[src/rtl/sensor_sched_pkg.sv]
// Shared codes and FSM encoding for the DHT11 request scheduler.
package sensor_sched_pkg;

    localparam logic [1:0] REQ_HUM  = 2'b00;
    localparam logic [1:0] REQ_TEMP = 2'b01;
    localparam logic [1:0] REQ_STAT = 2'b10;
    localparam logic [1:0] REQ_IDLE = 2'b11;

    localparam logic [1:0] ST_OK      = 2'b00;
    localparam logic [1:0] ST_TIMEOUT = 2'b01;

    typedef enum logic [1:0] {
        StIdle,
        StIssue,
        StWait,
        StResp
    } sched_state_e;

    function automatic int unsigned max3(input int unsigned a, input int unsigned b,
                                         input int unsigned c);
        int unsigned m;
        m = (a > b) ? a : b;
        return (m > c) ? m : c;
    endfunction

endpackage

[src/rtl/sched_down_timer.sv]
// Loadable down-counter that saturates at zero; expired is high while the count is zero.
module sched_down_timer #(
    parameter int unsigned      Width      = 8,
    parameter logic [Width-1:0] ResetValue = '0
) (
    input  logic             clock,
    input  logic             reset_n,
    input  logic             load,
    input  logic [Width-1:0] value,
    output logic             expired
);

    logic [Width-1:0] count_q;

    always_ff @(posedge clock or negedge reset_n) begin
        if (!reset_n) begin
            count_q <= ResetValue;
        end else if (load) begin
            count_q <= value;
        end else if (count_q != '0) begin
            count_q <= count_q - 1'b1;
        end
    end

    assign expired = (count_q == '0);

endmodule

[src/rtl/sensor_request_scheduler.sv]
// Schedules DHT11 reads from one-shot commands and a periodic source, with read spacing,
// per-read timeout and a valid/ready response channel.
module sensor_request_scheduler
    import sensor_sched_pkg::*;
#(
    parameter int unsigned GAP_CYCLES     = 100000000,
    parameter int unsigned TIMEOUT_CYCLES = 250000000,
    parameter int unsigned PERIOD_CYCLES  = 500000000
) (
    input  logic       clock,
    input  logic       reset_n,
    input  logic       cmd_valid,
    output logic       cmd_ready,
    input  logic [1:0] cmd_code,
    input  logic       cmd_cont,
    output logic [1:0] sen_request,
    input  logic [7:0] sen_info,
    input  logic       sen_done,
    output logic       rsp_valid,
    input  logic       rsp_ready,
    output logic [7:0] rsp_data,
    output logic [1:0] rsp_code,
    output logic [1:0] rsp_status,
    output logic       cont_active
);

    localparam int unsigned CntW = $clog2(max3(GAP_CYCLES, TIMEOUT_CYCLES, PERIOD_CYCLES) + 1);
    localparam logic [CntW-1:0] GapLoad = CntW'(GAP_CYCLES);
    // Timeout and period reload one less so the event lands exactly N edges after the load.
    localparam logic [CntW-1:0] TmoLoad = CntW'(TIMEOUT_CYCLES - 1);
    localparam logic [CntW-1:0] PerLoad = CntW'(PERIOD_CYCLES - 1);

    sched_state_e state_q;
    logic         ready_en_q;
    logic         slot_full_q;
    logic [1:0]   slot_code_q;
    logic [1:0]   cont_code_q;
    logic         per_pend_q;
    logic [1:0]   cur_code_q;

    logic gap_expired, tmo_expired, per_expired;
    logic cmd_fire, cmd_is_stop, start_cont, stop_cont, per_load;
    logic select, sel_slot, sel_per, done_evt, tmo_evt;
    logic [1:0] next_code;

    assign cmd_ready   = ready_en_q & ~slot_full_q;
    assign cmd_fire    = cmd_valid & cmd_ready;
    assign cmd_is_stop = (cmd_code == REQ_IDLE);
    assign start_cont  = cmd_fire & ~cmd_is_stop & cmd_cont;
    assign stop_cont   = cmd_fire & cmd_is_stop;
    assign per_load    = start_cont | (cont_active & per_expired);

    assign select    = (state_q == StIdle) & gap_expired & (slot_full_q | per_pend_q);
    assign sel_slot  = select & slot_full_q;
    assign sel_per   = select & ~slot_full_q;
    assign next_code = slot_full_q ? slot_code_q : cont_code_q;
    assign done_evt  = (state_q == StWait) & sen_done;
    assign tmo_evt   = ((state_q == StIssue) | (state_q == StWait)) & tmo_expired & ~done_evt;

    sched_down_timer #(.Width(CntW), .ResetValue(GapLoad)) u_gap_timer (
        .clock   (clock),
        .reset_n (reset_n),
        .load    (done_evt | tmo_evt),
        .value   (GapLoad),
        .expired (gap_expired)
    );

    sched_down_timer #(.Width(CntW), .ResetValue('0)) u_tmo_timer (
        .clock   (clock),
        .reset_n (reset_n),
        .load    (select),
        .value   (TmoLoad),
        .expired (tmo_expired)
    );

    sched_down_timer #(.Width(CntW), .ResetValue('0)) u_per_timer (
        .clock   (clock),
        .reset_n (reset_n),
        .load    (per_load),
        .value   (PerLoad),
        .expired (per_expired)
    );

    always_ff @(posedge clock or negedge reset_n) begin
        if (!reset_n) begin
            ready_en_q  <= 1'b0;
            slot_full_q <= 1'b0;
            slot_code_q <= REQ_HUM;
        end else begin
            ready_en_q <= 1'b1;
            if (cmd_fire && !cmd_is_stop) begin
                slot_full_q <= 1'b1;
                slot_code_q <= cmd_code;
            end else if (sel_slot) begin
                slot_full_q <= 1'b0;
            end
        end
    end

    // A stop wins over everything; expiries coalesce into a single pending read.
    always_ff @(posedge clock or negedge reset_n) begin
        if (!reset_n) begin
            cont_active <= 1'b0;
            cont_code_q <= REQ_HUM;
            per_pend_q  <= 1'b0;
        end else if (stop_cont) begin
            cont_active <= 1'b0;
            per_pend_q  <= 1'b0;
        end else if (start_cont) begin
            cont_active <= 1'b1;
            cont_code_q <= cmd_code;
            per_pend_q  <= 1'b1;
        end else if (cont_active && per_expired) begin
            per_pend_q <= 1'b1;
        end else if (sel_per) begin
            per_pend_q <= 1'b0;
        end
    end

    always_ff @(posedge clock or negedge reset_n) begin
        if (!reset_n) begin
            state_q     <= StIdle;
            cur_code_q  <= REQ_HUM;
            sen_request <= REQ_IDLE;
            rsp_valid   <= 1'b0;
            rsp_data    <= 8'h00;
            rsp_code    <= REQ_HUM;
            rsp_status  <= ST_OK;
        end else begin
            case (state_q)
                StIdle: begin
                    if (select) begin
                        cur_code_q  <= next_code;
                        sen_request <= next_code;
                        state_q     <= StIssue;
                    end
                end
                StIssue, StWait: begin
                    if (done_evt) begin
                        sen_request <= REQ_IDLE;
                        rsp_data    <= sen_info;
                        rsp_status  <= ST_OK;
                        rsp_code    <= cur_code_q;
                        rsp_valid   <= 1'b1;
                        state_q     <= StResp;
                    end else if (tmo_evt) begin
                        sen_request <= REQ_IDLE;
                        rsp_data    <= 8'hFF;
                        rsp_status  <= ST_TIMEOUT;
                        rsp_code    <= cur_code_q;
                        rsp_valid   <= 1'b1;
                        state_q     <= StResp;
                    end else if (state_q == StIssue && !sen_done) begin
                        // Done must be seen low first so a stale level from the last read is ignored.
                        state_q <= StWait;
                    end
                end
                StResp: begin
                    if (rsp_ready) begin
                        rsp_valid <= 1'b0;
                        state_q   <= StIdle;
                    end
                end
                default: state_q <= StIdle;
            endcase
        end
    end

endmodule

[config.mk]
export PLATFORM = sky130hd
export DESIGN_NAME = sensor_request_scheduler
export DESIGN_NICKNAME = d
export VERILOG_FILES = /design/src/rtl/sensor_sched_pkg.sv /design/src/rtl/sched_down_timer.sv /design/src/rtl/sensor_request_scheduler.sv
export SDC_FILE = /design/constraint.sdc
export NUM_CORES = 1
export LEC_CHECK = 0
export ABC_AREA = 1
export BUFFER_PORTS_ARGS = -buffer_cell sky130_fd_sc_hd__buf_4
export CAP_MARGIN = 20
export CORE_MARGIN = 5
export CORE_UTILIZATION = 35
export CTS_CLUSTER_SIZE = 25
export DETAILED_ROUTE_END_ITERATION = 12
export GPL_ROUTABILITY_DRIVEN = 0
export PLACE_DENSITY_LB_ADDON = 0.1
export SYNTH_ARGS = -nofsm -noshare
export SYNTH_HDL_FRONTEND = slang
export SYNTH_SLANG_ARGS = --single-unit
[constraint.sdc]
create_clock -name clock -period 3.74 [get_ports clock]
set_input_delay 0.187 -clock clock [delete_from_list [all_inputs] [get_ports clock]]
set_output_delay 0.187 -clock clock [all_outputs]
set_load 0.05 [all_outputs]
==> results of run 1 <==
-- registers in the layout, summed over array words and instances (netlist names), 2 cells and up --
register,flops
cont_code_q,2
sen_request,2
cur_code_q,2
rsp_code,2
slot_code_q,2
rsp_data,8
u_gap_timer.count_q,29
u_tmo_timer.count_q,29
state_q,2
u_per_timer.count_q,29
-- logic make-up after synthesis --
group | after synthesis
multiplexers | 1
AO/OA/AOI/OAI | 68
other | 2
AND/OR/NAND/NOR | 533
adder cells (fa/ha/maj) | 10
XOR/XNOR | 36
buffers and inverters | 123
flip-flops | 113
-- area by class of cell --
class                           count  area, sq um  share of cell area [%]
Sequential cell                   113         2850                    36.8
Tap cell                          234          293                    3.79
Inverter                          111          417                    5.39
Multi-Input combinational cell    650         3280                    42.5
Timing Repair Buffer               37          300                    3.88
Clock inverter                     14          154                    1.99
Clock buffer                       18          439                    5.68
-- power groups by stage --
stage | registers [mW] | logic (mW) | clock network, mW
2_1_floorplan | 1.57 | 0.801 | 0
3_3_place_gp | 1.43 | 1.26 | 0
3_5_place_dp | 1.43 | 1.25 | 0
4_1_cts | 1.41 | 1.26 | 1.69
5_1_grt | 1.42 | 1.40 | 1.74
6_report | 1.41 | 1.24 | 1.65
-- final timing paths --
kind | startpoint | end | slack (ps) | cells past startpoint
setup reg to reg | state_q[0]$_DFFE_PN0P_ | rsp_valid$_DFFE_PN0P_ | 1650 | 8
min in group asynchronous | reset_n | u_gap_timer.count_q[25]$_DFFE_PN0P_ | 330 | 2
hold reg to reg | sen_request[0]$_DFFE_PN1P_ | sen_request[0]$_DFFE_PN1P_ | 460 | 2
max in group asynchronous | reset_n | u_gap_timer.count_q[8]$_DFFE_PN1P_ | 2600 | 3
hold / removal | sen_info[0] | rsp_data[0]$_DFFE_PN0P_ | 20 | 3
setup / recovery | state_q[0]$_DFFE_PN0P_ | rsp_valid$_DFFE_PN0P_ | 1650 | 8
-- cells in the final DEF (no fill, tap or decap), types with 15 or more instances in the layout --
master / instances
a21oi_1: 20
buf_4: 32
clkbuf_16: 17
dfrtp_1: 99
inv_1: 103
nand2_1: 181
nand3_1: 74
nand4_1: 15
nor2_1: 172
nor2_2: 24
nor3_1: 33
o21ai_0: 25
xor2_1: 22
-- per-layer routing --
layer	track usage [%]	vias up
met5	0	-
met4	4.06	0
met3	3.40	11
met2	25.0	73
met1	22.5	2573
li1	-	2909
-- worst min-delay path, cell delays in order --
cell and delay (ps):
buf_4 80, nor3_1 40, nor2_1 90
==> impl_metrics.toml, run 1 <==
[run_status]
status = "finished clean"

[clocking]
hold_buffers = 4
postCtsSetupRepairBufs = 0
clk_pin_slew_worst_paths_ps = 60
numCtsBuffers = 17
cts_sinks = 113
insertion_delay_ps = 420
cts-root-buf = "clkbuf_16"
htree_num_levels = 4
clockBufferDepth = 2
post_cts_resized = 0
cts_tree = "done"

[global_routing]
grt_overflow_total = 0
grt_pass1_wl_microns = 28500
gr-usage-all-layers_pct = 16.0
grt_pass1_vias = 5704
antenna_found_initial = 0
grt_max_degree = 67

[power_and_ir_drop]
peakVddDrop_mv = 0.299
power.share.clock_pct = 38.3
swShare_pct = 37.3
power-per-cell-area_mw_per_mm2 = 556
p_leak_nw = 3.72
p_total_mw = 4.30
comb_power_share_pct = 28.8
p_switching_mw = 1.60
cellInternalPower_mw = 2.70
sequentialPowerShare_pct = 32.8

[critical_path]
cpLargestDelayFamily = "buffers and inverters"
cp.required_ps = 4070
setup.worst_path.end_class = "flip-flop"
crit_path_cell_trace = "inv_1, ha_1, clkinv_1, nor2_1, inv_1, nand2_2, inv_2, o21ai_0"
slowest_stage = "ha_1"
critical_path_buf_inv_count = 4
max_stage_delay_ps = 430
critical_path_class = "flip-flop to flip-flop"
worst_path_most_repeated_cell = "inv_1"
start_kind = "flip-flop"
critPathMaxFanout = 10
cp.arrival_ps = 2430

[synthesis]
post_synth_mux_area_share_pct = 0.169
synth_edf_count = 0
ys.flop_type = "dfrtp_1"
yosysMostFrequentCell = "nand2_1"
synth_adder_area_share_pct = 1.88
syn_inst = 886
synth_cell_types = 45
async_flop_share_pct = 100
yosys.area_share.simple_pct = 36.0
synth_top_cell_by_area = "dfrtp_1"
ys_top_cells_by_count = "nand2_1, nor2_1, inv_1, dfrtp_1, nand3_1"
yosysSeqAreaShare_pct = 42.7
yosys.area_share.xor_xnor_pct = 4.73
ys.warnings.count = 0
synth-compound-area-share_pct = 6.38
syn_area_sq_mm = 0.00666
syn_nets = 912
synth_top_cell_area_share_pct = 37.2
syn_area_per_cell_sq_um = 7.52
synth_top_family_by_area = "simple AND/OR/NAND/NOR gates"
ys_ff_latch = 113
synth.area.top_cells = "dfrtp_1, nand2_1, nor2_1, inv_1, nand3_1"

[cells_and_area]
num-nets-final = 956
n_fill_cell = 1951
syn2layout_area_growth_pct = 16.0
drive_gt1_share_pct = 15.1
utilization_pct = 41.3
design_area_sq_mm = 0.00773
n_antenna_cell = 0
layout.cells.non_filler = 1177

[floorplanning]
io_pins = 33
die_h_microns = 148
core_sq_mm = 0.0187
row_count = 50
die_w_microns = 148
initial_core_util_pct = 35.6
die_area_sq_mm = 0.0219

[sta]
hold_ws_ps = 18.8
fin_crit_sh_pct = 56.0
rsz0062_at_grt = "no"
hold_violations = 0
final_max_slew_viol_count = 0
setup_viol = 0
relSlewSlack_pct = 54.9
setup_slack_ps = 1650
finalSetupTns_ps = 0
finClkSkew_ps = 11.4
max_freq_ghz = 0.478
worst_pin_slew_ps = 675
finalCriticalPeriod_ps = 2090

[placement]
placed_area_sq_mm = 0.00710
dp_cells = 1141
hpwl_microns = 12100
dpl_worst_slack_ps = 1590
portBuffers = 31

[route]
detail_route.iter0.violations = 283
wl_per_cell_microns = 13.9
maxUsedRoutingLayer = "met4"
wirelength_microns = 16400
wirelength_met1_microns = 8260
drt_pre_antenna_iters = 5
via_per_inst = 4.73
drc = 0
vias = 5566
ant_nets = 0
met2_length_microns = 7440
route.met3.wl_microns = 507

[run]
maxCapViolCount = 0

[worst_hold_path]
hold_class = "primary input to flip-flop"
No activity file was read; power rests on OpenSTA's default activity.
==> run 2, diff against run 1 <==
ABC_AREA = 0   (was 1)
clock period = 1.75 ns   (was 3.74 ns; I/O delays follow)
==> impl_metrics.toml, run 2 <==
[run_status]
status = "finished, violations left"
violations = "setup timing"

[clocking]
clockBufferDepth = 2
numCtsBuffers = 17
cts_sinks = 113
cts_tree = "done"
htree_num_levels = 4
insertion_delay_ps = 420
cts-root-buf = "clkbuf_16"
clk_pin_slew_worst_paths_ps = 60

[synthesis]
yosysSeqAreaShare_pct = 47.9
synth_top_family_by_area = "simple AND/OR/NAND/NOR gates"
syn_area_sq_mm = 0.00594
synth-compound-area-share_pct = 16.3
synth_edf_count = 0
ys_ff_latch = 113
ys_top_cells_by_count = "dfrtp_1, nor2_1, nand2_1, or3_1, nand3_1"
async_flop_share_pct = 100
yosys.area_share.simple_pct = 23.9
yosysMostFrequentCell = "dfrtp_1"
synth.area.top_cells = "dfrtp_1, dfstp_2, or3_1, xnor2_1, nor2_1"
yosys.area_share.xor_xnor_pct = 4.72
synth_top_cell_area_share_pct = 41.7
synth_cell_types = 65
synth_top_cell_by_area = "dfrtp_1"
ys.warnings.count = 0
post_synth_mux_area_share_pct = 1.31
ys.flop_type = "dfrtp_1"
syn_area_per_cell_sq_um = 9.89
synth_adder_area_share_pct = 2.11
syn_nets = 627
syn_inst = 601

[route]
detail_route.iter0.violations = 185
wl_per_cell_microns = 16.2
ant_nets = 0
via_per_inst = 5.25
drt_pre_antenna_iters = 4
vias = 5684
wirelength_microns = 17500
drc = 0

[global_routing]
gr-usage-all-layers_pct = 18.1
grt_max_degree = 66
grt_pass1_wl_microns = 28800
grt_pass1_vias = 5886
antenna_found_initial = 0
grt_overflow_total = 0

[power_and_ir_drop]
cellInternalPower_mw = 6.95
peakVddDrop_mv = 0.749
power.share.clock_pct = 33.1
sequentialPowerShare_pct = 29.6
swShare_pct = 33.3
p_switching_mw = 3.46
p_leak_nw = 4.11
power-per-cell-area_mw_per_mm2 = 1100
comb_power_share_pct = 37.3

[critical_path]
cp.required_ps = 2080
reg2reg_depth = 6
critical_path_class = "flip-flop to flip-flop"
start_kind = "flip-flop"
cp.arrival_ps = 2820
critPathMaxFanout = 19
setup.worst_path.end_class = "flip-flop"

[sta]
max_freq_ghz = 0.402
hold_violations = 0
finClkSkew_ps = 9.11
setup_viol = 107
fin_crit_sh_pct = 142
setup_slack_ps = -739
final_max_slew_viol_count = 0
finalCriticalPeriod_ps = 2490
rsz0062_at_grt = "yes"

[floorplanning]
io_pins = 33
die_w_microns = 140
row_count = 47
die_h_microns = 140
initial_core_util_pct = 35.7
die_area_sq_mm = 0.0197
core_sq_mm = 0.0166

[placement]
hpwl_microns = 11600
dp_cells = 1009
placed_area_sq_mm = 0.00803
portBuffers = 31

[worst_hold_path]
hold_class = "primary input to flip-flop"
min_path_cells = 3

[cells_and_area]
num-nets-final = 875
n_antenna_cell = 0
ff_latch_area_sq_mm = 0.00285
multi_input_area_sq_mm = 0.00353
largest_registers = "u_gap_timer.count_q x29, u_per_timer.count_q x29, u_tmo_timer.count_q x29"
design_area_sq_mm = 0.00947
layout_common_cells = "buf_4, dfrtp_1, nor2_1, or3_1, nand2_1"
n_fill_cell = 1450
drive_gt1_share_pct = 47.8
syn2layout_area_growth_pct = 59.4
layout.cells.non_filler = 1082
final_common_cell = "buf_4"

[run]
maxCapViolCount = 0
## run 2: cell count changes after synthesis, moves of 10 or more
cell | before | now
nand3_1 | 74 | 31
or3_1 | 0 | 37
nor2_2 | 24 | 0
nand2_1 | 181 | 37
or4_1 | 0 | 23
inv_1 | 103 | 18
nor4_1 | 0 | 14
nor3_1 | 33 | 12
nor2_1 | 172 | 46
xor2_1 | 22 | 12
clkbuf_1 | 1 | 16
o31ai_1 | 2 | 23
## run 2: kinds of logic after synthesis
kind of cell / after synthesis
AND/OR/NAND/NOR: 250
AO/OA/AOI/OAI: 139
flip-flops: 113
buffers and inverters: 48
XOR/XNOR: 32
adder cells (fa/ha/maj): 10
multiplexers: 7
other: 2
## run 2: area by class of cell
class	instances	area share, %
clock buffers	22	5.01
clock inverters	10	1.16
inverters	18	0.713
multi-input cells	441	37.2
flip-flops and latches	113	30.0
well taps	220	2.91
repair buffers	258	23.0
## run 2: stage by stage
step / worst slack [ps] / TNS, ps / total power, mW / hold slack (ps) / utilization, %
after floorplan: -868 / -63950 / 4.85 / -208 / -
after global placement: -766 / -65150 / 6.09 / 106 / 48.3
after detailed placement: -762 / -67610 / 6.17 / 108 / 48.3
after CTS: -744 / -65410 / 10.6 / 38.1 / 55.8
after global routing: -792 / -71340 / 10.9 / 71.7 / 56.9
final: -739 / -63640 / 10.4 / 63.1 / 56.9
## run 2: worst paths after layout
| kind | startpoint | to | slack, ps |
|---|---|---|---|
| max in group asynchronous | reset_n | sen_request[1]$_DFFE_PN1P_ | 1160 |
| min in group asynchronous | reset_n | u_per_timer.count_q[17]$_DFFE_PN0P_ | 210 |
| worst min register to register | cur_code_q[1]$_DFFE_PN0P_ | cur_code_q[1]$_DFFE_PN0P_ | 480 |
| worst max register to register | u_gap_timer.count_q[20]$_DFFE_PN1P_ | u_tmo_timer.count_q[1]$_DFFE_PN0P_ | -740 |
| worst min-delay path | cmd_cont | cont_active$_DFFE_PN0P_ | 60 |
| worst max-delay path | u_gap_timer.count_q[20]$_DFFE_PN1P_ | u_tmo_timer.count_q[1]$_DFFE_PN0P_ | -740 |
## run 2: worst max-delay path: stages (launching register included)
cell      delay [ps]
dfstp_2          360
or4_1            520
or4_4            540
or3_4            390
or3_4            350
buf_12           170
o211ai_1          80
## run 2: metal layers
| layer | share of wire, % | vias to the layer above | global-route usage [%] |
|---|---|---|---|
| met2 | 51 | 65 | 30.8 |
| li1 | - | 2760 | - |
| met4 | 2.5 | 0 | 6.78 |
| met1 | 44 | 2825 | 22.6 |
| met3 | 2.5 | 34 | 3.85 |
| met5 | 0 | - | 0 |
## run 2: what timing repair did
action                                  in CTS  in global routing
pin swaps                                   25                 30
setup buffers                               16                 12
hold buffers                                12                  0
resized for setup                           73                 45
endpoints found under the hold margin      124                  0
endpoints found under the setup margin     107                107
gates cloned                                 7                  0
## run 2: power groups by stage
stage | logic [mW] | clock network, mW | registers [mW]
2_1_floorplan | 1.53 | 0 | 3.32
3_3_place_gp | 2.99 | 0 | 3.10
3_5_place_dp | 3.06 | 0 | 3.11
4_1_cts | 4.02 | 3.52 | 3.07
5_1_grt | 4.19 | 3.63 | 3.11
6_report | 3.89 | 3.44 | 3.08
